File: src/rtl/wb_arbiter.sv
// Write-back arbiter: merges ALU and load results into the single regfile write port.
// Optional ALU starvation guard is enabled by defining WB_STARVE_GUARD_EN.
module wb_arbiter #(
    parameter int unsigned STARVE_MAX = 3
) (
    input  logic        clock,
    input  logic        reset_n,

    input  logic        alu_valid,
    output logic        alu_ready,
    input  logic [4:0]  alu_rd,
    input  logic [31:0] alu_data,

    input  logic        mem_valid,
    output logic        mem_ready,
    input  logic [4:0]  mem_rd,
    input  logic [31:0] mem_data,

    output logic        we3,
    output logic [4:0]  wa3,
    output logic [31:0] wd3
);

    typedef enum logic [1:0] {
        GNT_NONE,
        GNT_ALU,
        GNT_MEM
    } grant_t;

    logic        alu_full;
    logic [4:0]  alu_rd_q;
    logic [31:0] alu_data_q;
    logic        mem_full;
    logic [4:0]  mem_rd_q;
    logic [31:0] mem_data_q;

    grant_t      grant;
    logic        alu_force;
    logic        alu_take;
    logic        mem_take;
    logic [4:0]  drain_rd;
    logic [31:0] drain_data;
    logic        write_en;

`ifdef WB_STARVE_GUARD_EN
    localparam logic [1:0] STARVE_LIMIT = 2'(STARVE_MAX);

    // Counts consecutive cycles the ALU entry sat full while the load entry won.
    logic [1:0] starve_cnt;

    assign alu_force = (starve_cnt == STARVE_LIMIT);

    // NOTE: sequential state uses non-blocking assignments so every flop samples pre-edge values.
    always_ff @(posedge clock or negedge reset_n) begin
        if (!reset_n) begin
            starve_cnt <= 2'd0;
        end else if (!alu_full || grant == GNT_ALU) begin
            starve_cnt <= 2'd0;
        end else if (grant == GNT_MEM) begin
            starve_cnt <= starve_cnt + 2'd1;
        end
    end
`else
    // Strict load priority; the limit parameter only matters with the guard built in.
    logic unused_starve_max;
    assign unused_starve_max = (STARVE_MAX != 0);
    assign alu_force = 1'b0;
`endif

    // NOTE: every combinational output gets a default first so no path can infer a latch.
    always_comb begin
        grant = GNT_NONE;
        if (mem_full && !(alu_full && alu_force)) begin
            grant = GNT_MEM;
        end else if (alu_full) begin
            grant = GNT_ALU;
        end
    end

    // A buffer can refill on the same edge it drains, giving one result per cycle per source.
    assign alu_ready = reset_n & (~alu_full | (grant == GNT_ALU));
    assign mem_ready = reset_n & (~mem_full | (grant == GNT_MEM));
    assign alu_take  = alu_valid & alu_ready;
    assign mem_take  = mem_valid & mem_ready;

    always_comb begin
        drain_rd   = alu_rd_q;
        drain_data = alu_data_q;
        if (grant == GNT_MEM) begin
            drain_rd   = mem_rd_q;
            drain_data = mem_data_q;
        end
    end

    // Entries targeting x0 are consumed but never reach the regfile.
    assign write_en = (grant != GNT_NONE) && (drain_rd != 5'd0);

    always_ff @(posedge clock or negedge reset_n) begin
        if (!reset_n) begin
            alu_full <= 1'b0;
            mem_full <= 1'b0;
        end else begin
            if (alu_take) begin
                alu_full <= 1'b1;
            end else if (grant == GNT_ALU) begin
                alu_full <= 1'b0;
            end
            if (mem_take) begin
                mem_full <= 1'b1;
            end else if (grant == GNT_MEM) begin
                mem_full <= 1'b0;
            end
        end
    end

    // NOTE: payload registers carry no reset; the full flags alone decide whether they mean anything.
    always_ff @(posedge clock) begin
        if (alu_take) begin
            alu_rd_q   <= alu_rd;
            alu_data_q <= alu_data;
        end
        if (mem_take) begin
            mem_rd_q   <= mem_rd;
            mem_data_q <= mem_data;
        end
    end

    always_ff @(posedge clock or negedge reset_n) begin
        if (!reset_n) begin
            we3 <= 1'b0;
            wa3 <= 5'd0;
            wd3 <= 32'd0;
        end else begin
            we3 <= write_en;
            if (write_en) begin
                wa3 <= drain_rd;
                wd3 <= drain_data;
            end
        end
    end

endmodule

File: config.mk
export PLATFORM = sky130hd
export DESIGN_NAME = wb_arbiter
export DESIGN_NICKNAME = d
export VERILOG_FILES = /design/src/rtl/wb_arbiter.sv
export SDC_FILE = /design/constraint.sdc
export NUM_CORES = 1
export LEC_CHECK = 0
export CAP_MARGIN = 30
export CORE_ASPECT_RATIO = 1.25
export CORE_MARGIN = 1.5
export CORE_UTILIZATION = 52
export CTS_CLUSTER_SIZE = 12
export DETAILED_ROUTE_END_ITERATION = 8
export GPL_TIMING_DRIVEN = 1
export PLACE_DENSITY = 0.85
export SLEW_MARGIN = 20
export SYNTH_ARGS = -nofsm -noshare
export SYNTH_HDL_FRONTEND = slang
export SYNTH_SLANG_ARGS = --single-unit
export TNS_END_PERCENT = 50
File: constraint.sdc
create_clock -name clock -period 5.2 [get_ports clock]
set_input_delay 0.78 -clock clock [delete_from_list [all_inputs] [get_ports clock]]
set_output_delay 0.78 -clock clock [all_outputs]
set_load 0.01 [all_outputs]
### Yosys cells after proc, flatten, opt, wreduce, memory -nomap -nowiden

Cells that the tools add are included.

* register bits after elaboration: 114
* input port bits: 78
* output and inout port bits: 40

* eq/ne operators: 2
* mux-type cells: 8
* bitwise operators: 8
* reductions and logical operators: 5

Operators with widths (count)
* 2-to-1 mux 32 bit: 1
* nonzero test 2 bit: 3
* 2-to-1 mux 1 bit: 5
* 2-to-1 mux 5 bit: 1
* nonzero test 5 bit: 1
* bitwise AND 1 bit: 4
* equality test 2 x 1 -> 1 bit, second input constant: 1
* equality test 2 bit, second input constant: 1
* 2-to-1 mux 2 bit: 1
* NOT 1 bit: 2
* OR 1 bit: 2
* logical AND 1 bit: 1

### Longest topological paths before layout

* depth after elaboration: 7
* gate-level depth with buffers: 6
* gate-level depth less buffers: 4

### Worst setup path after synthesis

Ideal clock, no wire load.

* path kind: register to register
* from: reg mem_full
* to: reg alu_data_q[0] (enable)
* library setup time: 0.444 ns
* arrival: 2.687 ns
* required time: 4.756 ns
* setup slack: 2.069 ns
* cell stages (with the launch flop): 5
* cells stage by stage: dfrtp_1 clkbuf_1 clkbuf_1 clkbuf_1 a21oi_1

* longest elaborated chain between the ends: 5

Ends and longest elaborated chain
* start, declared: RTL line 33 `logic mem_full;`
* start signal, assigned: RTL line 101 `mem_full <= 1'b0;`
* start signal, assigned: RTL line 109 `mem_full <= 1'b1;`
* start signal, assigned: RTL line 111 `mem_full <= 1'b0;`
* 2-to-1 mux 2 bit: RTL line 73 `if (mem_full && !(alu_full && alu_force)) begin`
* equality test 2 x 1 -> 1 bit: RTL line 81 `assign alu_ready = reset_n & (~alu_full | (grant == GNT_ALU));`
* OR 1 bit: RTL line 81
* bitwise AND 1 bit: RTL line 81
* bitwise AND 1 bit: RTL line 83 `assign alu_take = alu_valid & alu_ready;`
* named net alu_take: RTL line 39 `logic alu_take;`
* end signal, assigned: RTL line 120 `alu_data_q <= alu_data;`
* end, declared: RTL line 32 `logic [31:0] alu_data_q;`

The timed path passes the listed nets, and every way through them passes these cells.
A chain may end at the register's enable or synchronous reset.

### Worst setup path after layout

* from: in reset_n
* to: out alu_ready

* longest elaborated chain between the ends: 1

Ends and longest elaborated chain
* start, declared: RTL line 7 `input logic reset_n,`
* bitwise AND 1 bit: RTL line 81
* end, declared: RTL line 10 `output logic alu_ready,`

No other way between the ends.

==> flow_metrics.py <==
metrics = {
    "clocking": {
        "clock_sink_count": 114,
        "cts_setup_buffers": 0,
        "cts_resized": 0,
        "clock_path_buffers": 2,
        "clkTransAtPathRegs_ps": 50,
        "ctsHtreeMaxLevel": 4,
        "cts_hold_buffers": 0,
        "cts_buffers": 17,
        "insertion_delay_ps": 510,
        "cts_tree": "built",
        "cts-root-buf": "clkbuf_8",
    },
    "floorplanning": {
        "core.rowCount": 37,
        "floorplan.core_area_mm2": 0.008240,
        "dieArea_mm2": 0.009037,
        "die_w_um": 85.33,
        "initial_core_util_pct": 53.46,
        "io-pin-count": 118,
        "die_y_um": 105.9,
    },
    "setup_path": {
        "reg2reg_from": "mem_rd_q[3]$_DFFE_PP_",
        "cp_max_fo": 45,
        "cp.required_ps": 4420,
        "startpoint_type": "input pin",
        "r2r_cells": 5,
        "reg2reg_to": "wd3[15]$_DFFE_PN0P_",
        "worstPathArrival_ps": 2110,
        "end_kind": "primary output",
        "rrSetupSlack_ps": 2970,
        "worst-setup-path-type": "input pin to primary output",
    },
    "synth": {
        "synth_most_common_cell": "edfxtp_1",
        "yosys-top-cells-area": "edfxtp_1 (50%), dfrtp_1 (23%), mux2i_1 (7.5%)",
        "seq_area_frac_synth_pct": 73.16,
        "synth_common_cells": "edfxtp_1 (74), a21oi_1 (43), dfrtp_1 (40)",
        "synth_top_cell_area_share_pct": 50.44,
        "synth.largest_area_cell": "edfxtp_1",
        "async_reset_ff_share_pct": 35.09,
        "synth_flop_cell": "edfxtp_1",
        "ys_seq_elements": 114,
        "synth_edf_count": 74,
        "syn_inst": 292,
        "syn-mean-instance-area_um2": 15.09,
        "yosysWarnings": 0,
        "synth_nets": 370,
        "ys_types": 19,
        "syn_area_mm2": 0.004405,
    },
    "global_route": {
        "grt_max_degree": 70,
        "antenna_found_initial": 0,
        "grt_pass1_vias": 3151,
        "grt_overflow": 0,
        "grt_pass1_wl_um": 16230,
        "grt_usage_pct": 24.38,
    },
    "cells_and_area": {
        "fin_area_mm2": 0.006228,
        "post_route_cells_drive_above_1_share_pct": 9.390,
        "diodes": 0,
        "area.growth.synth_to_final_pct": 41.38,
        "final_core_utilization_pct": 75.58,
        "nets": 491,
        "fin_cells": 523,
    },
    "sta": {
        "rsz0062_at_grt": "no",
        "period_share_pct": 55.49,
        "whs_ps": 347.4,
        "slew_viol_final": 0,
        "fin_tns_setup_ps": 0,
        "fin_ws_ps": 2314,
        "fmax_mhz": 346.5,
        "slew_headroom_pct": 36.92,
        "min_period_ps": 2886,
        "setup_violations": 0,
        "hold_violations": 0,
        "fin_worst_skew_ps": 10.23,
        "worst_slew_pin_slew_ps": 946.1,
    },
    "placed_design": {
        "portBuffers": 117,
        "place_area_mm2": 0.005635,
        "globalplace.congestion": 0.8196,
        "dp.cells": 490,
        "dp_hpwl_um": 6435,
        "post-place-ws_ps": 2298,
    },
    "pwr": {
        "cellLeakagePower_nw": 2.274,
        "p_per_area_mw_per_mm2": 407.9,
        "total_power_mw": 2.540,
        "vdd_ir_drop_max_v": 0.0003452,
    },
    "routing": {
        "wl_um": 10680,
        "drc": 4,
        "vias": 3035,
        "first_iter_violations": 259,
        "post_drt_wl_per_cell_um": 20.42,
        "detail-route-antenna-nets": 0,
        "vias_per_cell": 5.803,
        "first_pass_iters": 7,
    },
    "hold_path": {
        "hold_path.class": "input pin to asynchronous set/reset pin",
    },
    "run_status": {
        "violations": "design-rule violations",
        "status": "complete, but fails checks",
    },
    "flow_run": {
        "cap_violations": 0,
    },
}
==> worst max path at each step <==
stage	startpoint	end	slack, ps	cells past startpoint
global route	reset_n	alu_ready	2200	4
CTS	reset_n	alu_ready	2270	4
finish	reset_n	alu_ready	2310	4
detailed placement	reset_n	alu_ready	2300	4
floorplan	mem_full$_DFFE_PN0P_	alu_data_q[0]$_DFFE_PP_	2070	4
global placement	reset_n	alu_data_q[15]$_DFFE_PP_	2290	4
==> where the power goes <==
part           switching [mW]  total (mW)  internal, mW
Clock                   0.390        1.11         0.721
Sequential             0.0586        1.11          1.05
Combinational           0.137       0.317         0.181
Total                   0.585        2.54          1.95
==> cell families (layout without fill, tap and decap cells) <==
family                 Yosys count  count (layout)  synth area share [%]
AOI/OAI and AO/OA               82              82                 11.87
buffers and inverters           21             155                 3.408
DFF                            114             114                 73.16
muxes                           33              33                 7.498
and+or+nand+nor                 42              42                 4.062
==> cell usage in the layout (no fill, tap or decap), types with 2 or more instances in the layout <==
cell type and n:
bufinv_16 3, a221oi_1 5, edfxtp_1 74, a22oi_1 32, mux2i_1 33, dfrtp_1 39, clkinvlp_4 3, clkbuf_16 16
buf_4 2, buf_16 2, and2_1 2, clkinv_1 2, clkdlybuf4s50_1 116, a21oi_1 42, clkinv_2 4, nand2_1 36
clkbuf_1 3
==> final cells by class <==
cell class              count  area (um^2)
clock buffers              20        425.4
clock inverters            12        140.1
fillers                   481         2012
multi-input cells         157         1046
flip-flops and latches    114         3224
well taps                  97        121.4
repair buffers            123         1271
==> worst max-delay path: stages <==
cell and delay [ps]:
buf_2 70, buf_4 470, and2_1 220, clkdlybuf4s50_1 540
==> flip-flops by register name (all words and copies together), names as in the netlist <==
name        cells
alu_data_q     32
mem_data_q     32
wd3            32
alu_rd_q        5
mem_rd_q        5
wa3             5
alu_full        1
mem_full        1
we3             1
==> metal layers <==
metal / share of wire (%) / vias to the layer above / routed length, um / track usage, %
met4: 2.8 / 0 / 295 / 10.83
li1: - / 1352 / - / -
met2: 52 / 168 / 5546 / 39.00
met1: 38 / 1492 / 4034 / 31.08
met5: 0 / - / 0 / 0
met3: 7.5 / 23 / 804 / 7.065
(Power assumes the default switching activity.)
